[config.mk]
export PLATFORM = sky130hd
export DESIGN_NAME = led_pattern_ctrl
export DESIGN_NICKNAME = d
export VERILOG_FILES = /design/src/rtl/led_ctrl_pkg.sv /design/src/rtl/led_tick_gen.sv /design/src/rtl/led_pattern_ctrl.sv
export SDC_FILE = /design/constraint.sdc
export NUM_CORES = 1
export LEC_CHECK = 0
export CAP_MARGIN = 40
export CORE_MARGIN = 5
export CORE_UTILIZATION = 50
export DETAILED_ROUTE_END_ITERATION = 10
export PLACE_DENSITY = 0.73
export SYNTH_ARGS = -nofsm -noshare
export SYNTH_HDL_FRONTEND = slang
export SYNTH_SLANG_ARGS = --single-unit
export TNS_END_PERCENT = 5
[constraint.sdc]
create_clock -name clk -period 9.2 [get_ports clk]
set_input_delay 0.92 -clock clk [delete_from_list [all_inputs] [get_ports clk]]
set_output_delay 0.92 -clock clk [all_outputs]
set_load 0.05 [all_outputs]
[src/rtl/led_ctrl_pkg.sv]
// led_ctrl_pkg: shared types and constants for the LED pattern controller.
//   mode_e        - pattern mode selected by cmd_mode
//   state_e       - controller state (IDLE / RUN)
//   DIV_W_DEFAULT - default prescaler width
//   RESET_PATTERN - LED drive after reset
package led_ctrl_pkg;

  typedef enum logic [1:0] {
    ROTL   = 2'd0,
    ROTR   = 2'd1,
    BOUNCE = 2'd2,
    BLINK  = 2'd3
  } mode_e;

  typedef enum logic {
    IDLE = 1'b0,
    RUN  = 1'b1
  } state_e;

  localparam int unsigned DIV_W_DEFAULT = 27;
  localparam logic [7:0]  RESET_PATTERN = 8'h01;

endpackage

[src/rtl/led_tick_gen.sv]
// led_tick_gen: step-period prescaler.
//   clk, rst - clock, asynchronous active-high reset
//   clear    - restart the count at 0
//   enable   - count this clock
//   period   - clocks per tick (caller guarantees >= 1)
//   tick     - high in the clock where count == period-1 while enabled
module led_tick_gen
  import led_ctrl_pkg::*;
#(
  parameter int unsigned DIV_W = DIV_W_DEFAULT
) (
  input  logic             clk,
  input  logic             rst,
  input  logic             clear,
  input  logic             enable,
  input  logic [DIV_W-1:0] period,
  output logic             tick
);

  localparam logic [DIV_W-1:0] ONE = DIV_W'(1);

  logic [DIV_W-1:0] count;
  logic             at_end;

  assign at_end = (count == (period - ONE));
  assign tick   = enable && at_end;

  always_ff @(posedge clk or posedge rst) begin
    if (rst) begin
      count <= '0;
    end else if (clear) begin
      count <= '0;
    end else if (enable) begin
      count <= at_end ? '0 : count + ONE;
    end
  end

endmodule

[src/rtl/led_pattern_ctrl.sv]
// led_pattern_ctrl: runs a rotate / bounce / blink sequence on an 8-bit LED port.
//   clk, rst     - clock, asynchronous active-high reset
//   cmd_valid    - command offered; accepted when cmd_ready
//   cmd_ready    - high in IDLE
//   cmd_mode     - 0=ROTL 1=ROTR 2=BOUNCE 3=BLINK
//   cmd_pattern  - initial LED pattern
//   cmd_period   - clocks per step (0 treated as 1)
//   cmd_steps    - number of steps (0 = run until abort)
//   abort        - stop a running sequence, gpio holds
//   gpio         - registered LED drive
//   busy         - high in RUN
//   done         - one-cycle pulse after the final step
module led_pattern_ctrl
  import led_ctrl_pkg::*;
#(
  parameter int unsigned DIV_W = DIV_W_DEFAULT
) (
  input  logic             clk,
  input  logic             rst,
  input  logic             cmd_valid,
  output logic             cmd_ready,
  input  logic [1:0]       cmd_mode,
  input  logic [7:0]       cmd_pattern,
  input  logic [DIV_W-1:0] cmd_period,
  input  logic [7:0]       cmd_steps,
  input  logic             abort,
  output logic [7:0]       gpio,
  output logic             busy,
  output logic             done
);

  localparam logic [DIV_W-1:0] ONE = DIV_W'(1);

  state_e           state, state_nxt;
  mode_e            mode_q;
  logic [DIV_W-1:0] period_q;
  logic [7:0]       remaining;
  logic             dir_left;

  logic             accept;
  logic             run_go;
  logic             tick;
  logic             last_step;
  logic [7:0]       step_pat;
  logic             step_dir_left;

  assign accept    = cmd_valid && (state == IDLE);
  // Abort suppresses the prescaler enable, so a coincident tick never steps.
  assign run_go    = (state == RUN) && !abort;
  assign last_step = tick && (remaining == 8'd1);

  led_tick_gen #(.DIV_W(DIV_W)) u_tick (
    .clk    (clk),
    .rst    (rst),
    .clear  (accept),
    .enable (run_go),
    .period (period_q),
    .tick   (tick)
  );

  // State register
  always_ff @(posedge clk or posedge rst) begin
    if (rst) begin
      state <= IDLE;
    end else begin
      state <= state_nxt;
    end
  end

  // Next-state logic
  always_comb begin
    state_nxt = state;
    case (state)
      IDLE: if (accept) state_nxt = RUN;
      RUN:  if (abort || last_step) state_nxt = IDLE;
      default: state_nxt = IDLE;
    endcase
  end

  // State-decoded outputs
  always_comb begin
    cmd_ready = (state == IDLE);
    busy      = (state == RUN);
  end

  // Pattern for the next step
  always_comb begin
    step_pat      = gpio;
    step_dir_left = dir_left;
    case (mode_q)
      ROTL:  step_pat = {gpio[6:0], gpio[7]};
      ROTR:  step_pat = {gpio[0], gpio[7:1]};
      BLINK: step_pat = ~gpio;
      BOUNCE: begin
        // Hitting an edge reverses direction and steps away from it in the same tick.
        if (dir_left && gpio[7]) begin
          step_dir_left = 1'b0;
          step_pat      = {gpio[0], gpio[7:1]};
        end else if (!dir_left && gpio[0]) begin
          step_dir_left = 1'b1;
          step_pat      = {gpio[6:0], gpio[7]};
        end else if (dir_left) begin
          step_pat      = {gpio[6:0], gpio[7]};
        end else begin
          step_pat      = {gpio[0], gpio[7:1]};
        end
      end
      default: step_pat = gpio;
    endcase
  end

  // Datapath: command latch, pattern stepping, step counter, done pulse
  always_ff @(posedge clk or posedge rst) begin
    if (rst) begin
      gpio      <= RESET_PATTERN;
      mode_q    <= ROTL;
      period_q  <= ONE;
      remaining <= '0;
      dir_left  <= 1'b1;
      done      <= 1'b0;
    end else begin
      done <= 1'b0;
      if (accept) begin
        mode_q    <= mode_e'(cmd_mode);
        period_q  <= (cmd_period == '0) ? ONE : cmd_period;
        remaining <= cmd_steps;
        gpio      <= cmd_pattern;
        dir_left  <= 1'b1;
      end else if (tick) begin
        gpio     <= step_pat;
        dir_left <= step_dir_left;
        // remaining==0 encodes an unbounded run and never counts down.
        if (remaining != '0) remaining <= remaining - 8'd1;
        if (last_step) done <= 1'b1;
      end
    end
  end

endmodule

==> results.md <==
- Layout cells sized above 1: 0.0629
- Syn Nets: 673
- Share of flip-flops with an asynchronous set or reset: 1.00
- Via count: 4,747
- Initial drt markers: 368
- Cts hold-fix bufs: 0
- Most Used Layer, Global Route: met2
- Initial Utilization: 0.513
- Clock period minus worst slack: between 4 and 5 ns
- EDFF count, synth: 0
- Post-Syn Instances: 620
- Vias/cell: 5.93
- Area after DPL: 5710 µm²
- Residual DRC: 0
- Worst-path clk slew: 0.08 ns
- Clock root cell: clkbuf_8
- Core Footprint: 9770 µm²
- Sequential share of the synthesized area: 0.375
- Wire per inst: 15.9 µm
- Clk_lat worst skew: 0.35 ns
- First-pass GRT wire length: 22,000 µm
- CTS tree: yes
- DP HPWL: 9450 µm
- Max frequency: 239 MHz
- Worst slew pin tran: 0.907 ns
- RSZ-0062 raised after global routing: false
- Initial antenna violation count: 0
- Clock skew: 0.0141 ns
- Hold Violations, Final: 0
- Fin Setup TNS: 0 ns
- Post-cts sizing count: 0
- Drt pass-1 iters: 5
- Slew HR: 0.390
- Final nets: just over 700
- Max clock buf depth: 2
- Met2 GRT Util: 0.352
- I/O pins: 60
- Arr. time, crit path: 4.45 ns
- Num rows: 36
- Vias in the first global route: between 4,000 and 5,000
- HP Class: register to register
- Main synth FF type: dfrtp_1
- Fin area: 5930 µm²
- PortBufs: 59
- Post-synth cell types: 66
- Die area: 12,100 µm²
- Die Y: 110 µm
- Final period utilization: 0.455
- Post-CTS Setup Bufs: 0
- Average size of a mapped cell: 8.09 µm²
- Max cap viols: 0
- GR Layer Usage met3: 0.0466
- Maximum vdd drop: 0.000154 V
- Die X-Extent: 110 µm
- Synth Warn #: 0
- Largest net degree at the start of global routing: 42
- Area Overhead vs Synth: 18.2%
- Crit path capture type: register
- Critical Path Start Type: register
- Slew Viols, Final: 0
- Overflow after GRT: 0
- M1 GR Usage: 0.313
- Lkg Pwr: 2.39 nW
- Setup violators final: 0
- Clock sink count: 75
- Htree depth: 3
- CP required: 9.46 ns
- Critical path class: register to register
- N_diodes: 0
- DRT antenna net count: 0
- Routed WL: approximately 13,000 µm
- Status: completed
- GRT Overall Usage: 0.226
- FF+latch count, synth: 75
- Crit path max fanout: 28
- Netlist Area Pre-Place: around 5000 µm²
- Cts bufs inserted: 9
- GPL Wtd Cong: about 0.89
- PwrDens: 188 nW/µm²
flip-flops by register name, indices dropped and copies added (netlist names):
register,count
busy,1
u_tick.count,27
gpio,8
period_q,27
dir_left,1
mode_q,2
remaining,8
done,1
layout by cell type, fill, tap and decap left out, types with 6 or more instances in the layout:
master	count
or2_2	6
inv_1	19
xnor2_1	16
nor4_1	18
and3_1	8
clkbuf_8	10
nand2_1	133
or3_1	11
a31oi_1	9
nor2_1	35
o21ai_0	34
a21o_1	6
dfrtp_1	72
clkdlybuf4s50_1	59
a21oi_1	11
mux2i_1	6
o211ai_1	7
nor3_1	20
xor2_1	17
o311ai_0	13
or4_1	9
nand3_1	40
nand3b_1	9
path summary, 6_finish.rpt:
kind,from,endpoint,slack (ns),depth (start not counted)
setup / recovery,period_q[1]$_DFFE_PP0P_,remaining[4]$_DFFE_PP0P_,5.01,11
setup reg to reg,period_q[1]$_DFFE_PP0P_,remaining[4]$_DFFE_PP0P_,5.01,11
max in group asynchronous,rst,period_q[0]$_DFFE_PP1P_,7.56,4
min in group asynchronous,rst,u_tick.count[6]$_DFFE_PP0P_,0.99,3
hold reg to reg,period_q[26]$_DFFE_PP0P_,period_q[26]$_DFFE_PP0P_,0.56,2
hold / removal,period_q[26]$_DFFE_PP0P_,period_q[26]$_DFFE_PP0P_,0.56,2
per-stage QoR:
stage | hold slack [ns] | utilization | power [mW] | setup slack (ns) | cells
floorplan | 0.466 | - | 0.720 | 5.88 | 620
global placement | 0.534 | 0.580 | 0.817 | 5.21 | 783
detailed placement | 0.536 | 0.584 | 0.831 | 5.04 | 785
CTS | 0.556 | 0.607 | 1.12 | 5.02 | 801
global route | 0.598 | 0.607 | 1.19 | 4.66 | 801
finish | 0.562 | 0.607 | 1.12 | 5.01 | 801
layout make-up:
cell class / count / area, µm²
clock buffers: 11 / 141
inverters: 20 / 75.1
flip-flops and latches: 75 / 1880
fillers: 911 / 3840
multi-input cells: 493 / 2940
clock inverters: 5 / 77.6
repair buffers: 64 / 653
well taps: 133 / 166
cells in the mapped netlist, types with 3 or more instances:
cell type,count,area share
nor3b_1,4,0.0060
a21oi_1,11,0.011
a31oi_1,9,0.011
nor2b_1,5,0.0062
or4_1,9,0.013
nand4_1,5,0.0062
clkbuf_1,26,0.019
nand4b_1,3,0.0052
a22o_1,4,0.0070
or3_1,11,0.014
nand2_1,133,0.10
and2_1,3,0.0037
nand3_1,40,0.040
nor4b_1,3,0.0052
nor4_1,18,0.022
o22ai_1,3,0.0037
nor3_1,20,0.020
dfrtp_1,72,0.36
mux2i_1,6,0.012
o311ai_0,13,0.023
nand3b_1,9,0.013
xor2_1,17,0.030
and3_1,8,0.010
ha_1,4,0.010
o211ai_1,7,0.010
xnor2_1,16,0.028
nor2_1,35,0.026
o221ai_1,5,0.0087
inv_1,20,0.015
o21ai_0,34,0.034
a211oi_1,5,0.0075
o31ai_1,4,0.0060
a21o_1,6,0.0090
nand2b_1,3,0.0037
or2_2,6,0.0075
dfstp_2,3,0.016
worst max-delay path, cell delays in order, from the launching register on:
cell and delay, ns:
dfrtp_1 0.41, inv_1 0.09, ha_1 0.27, nor4b_2 0.50
and4b_1 0.36, mux2_2 0.18, mux2i_1 0.06, o21a_1 0.18
a211oi_1 0.62, nand3_2 0.59, or4_1 0.66, a31oi_1 0.17
routing by layer:
layer	vias up	wire length, µm	part of all wire
met1	2248	6110	0.48
met5	-	0	0
met3	22	657	0.052
li1	2344	-	-
met4	0	212	0.017
met2	133	5750	0.45
cells by family after synthesis:
family / Yosys count / synth area share
and+or+nand+nor: 326 / 0.331
DFF: 75 / 0.375
muxes: 8 / 0.0165
AOI/OAI and AO/OA: 122 / 0.169
buffers and inverters: 52 / 0.0412
adders and majority gates: 4 / 0.00998
xor gates and xnor gates: 33 / 0.0576
power by group:
group | switching (mW) | leakage (nW) | internal, mW | total [mW]
sequential | 0.0920 | 0.954 | 0.380 | 0.472
clock | 0.125 | 0.109 | 0.159 | 0.285
combinational | 0.206 | 1.33 | 0.152 | 0.359
total | 0.423 | 2.39 | 0.692 | 1.12
Note: power is estimated with default switching activity, not from simulation.
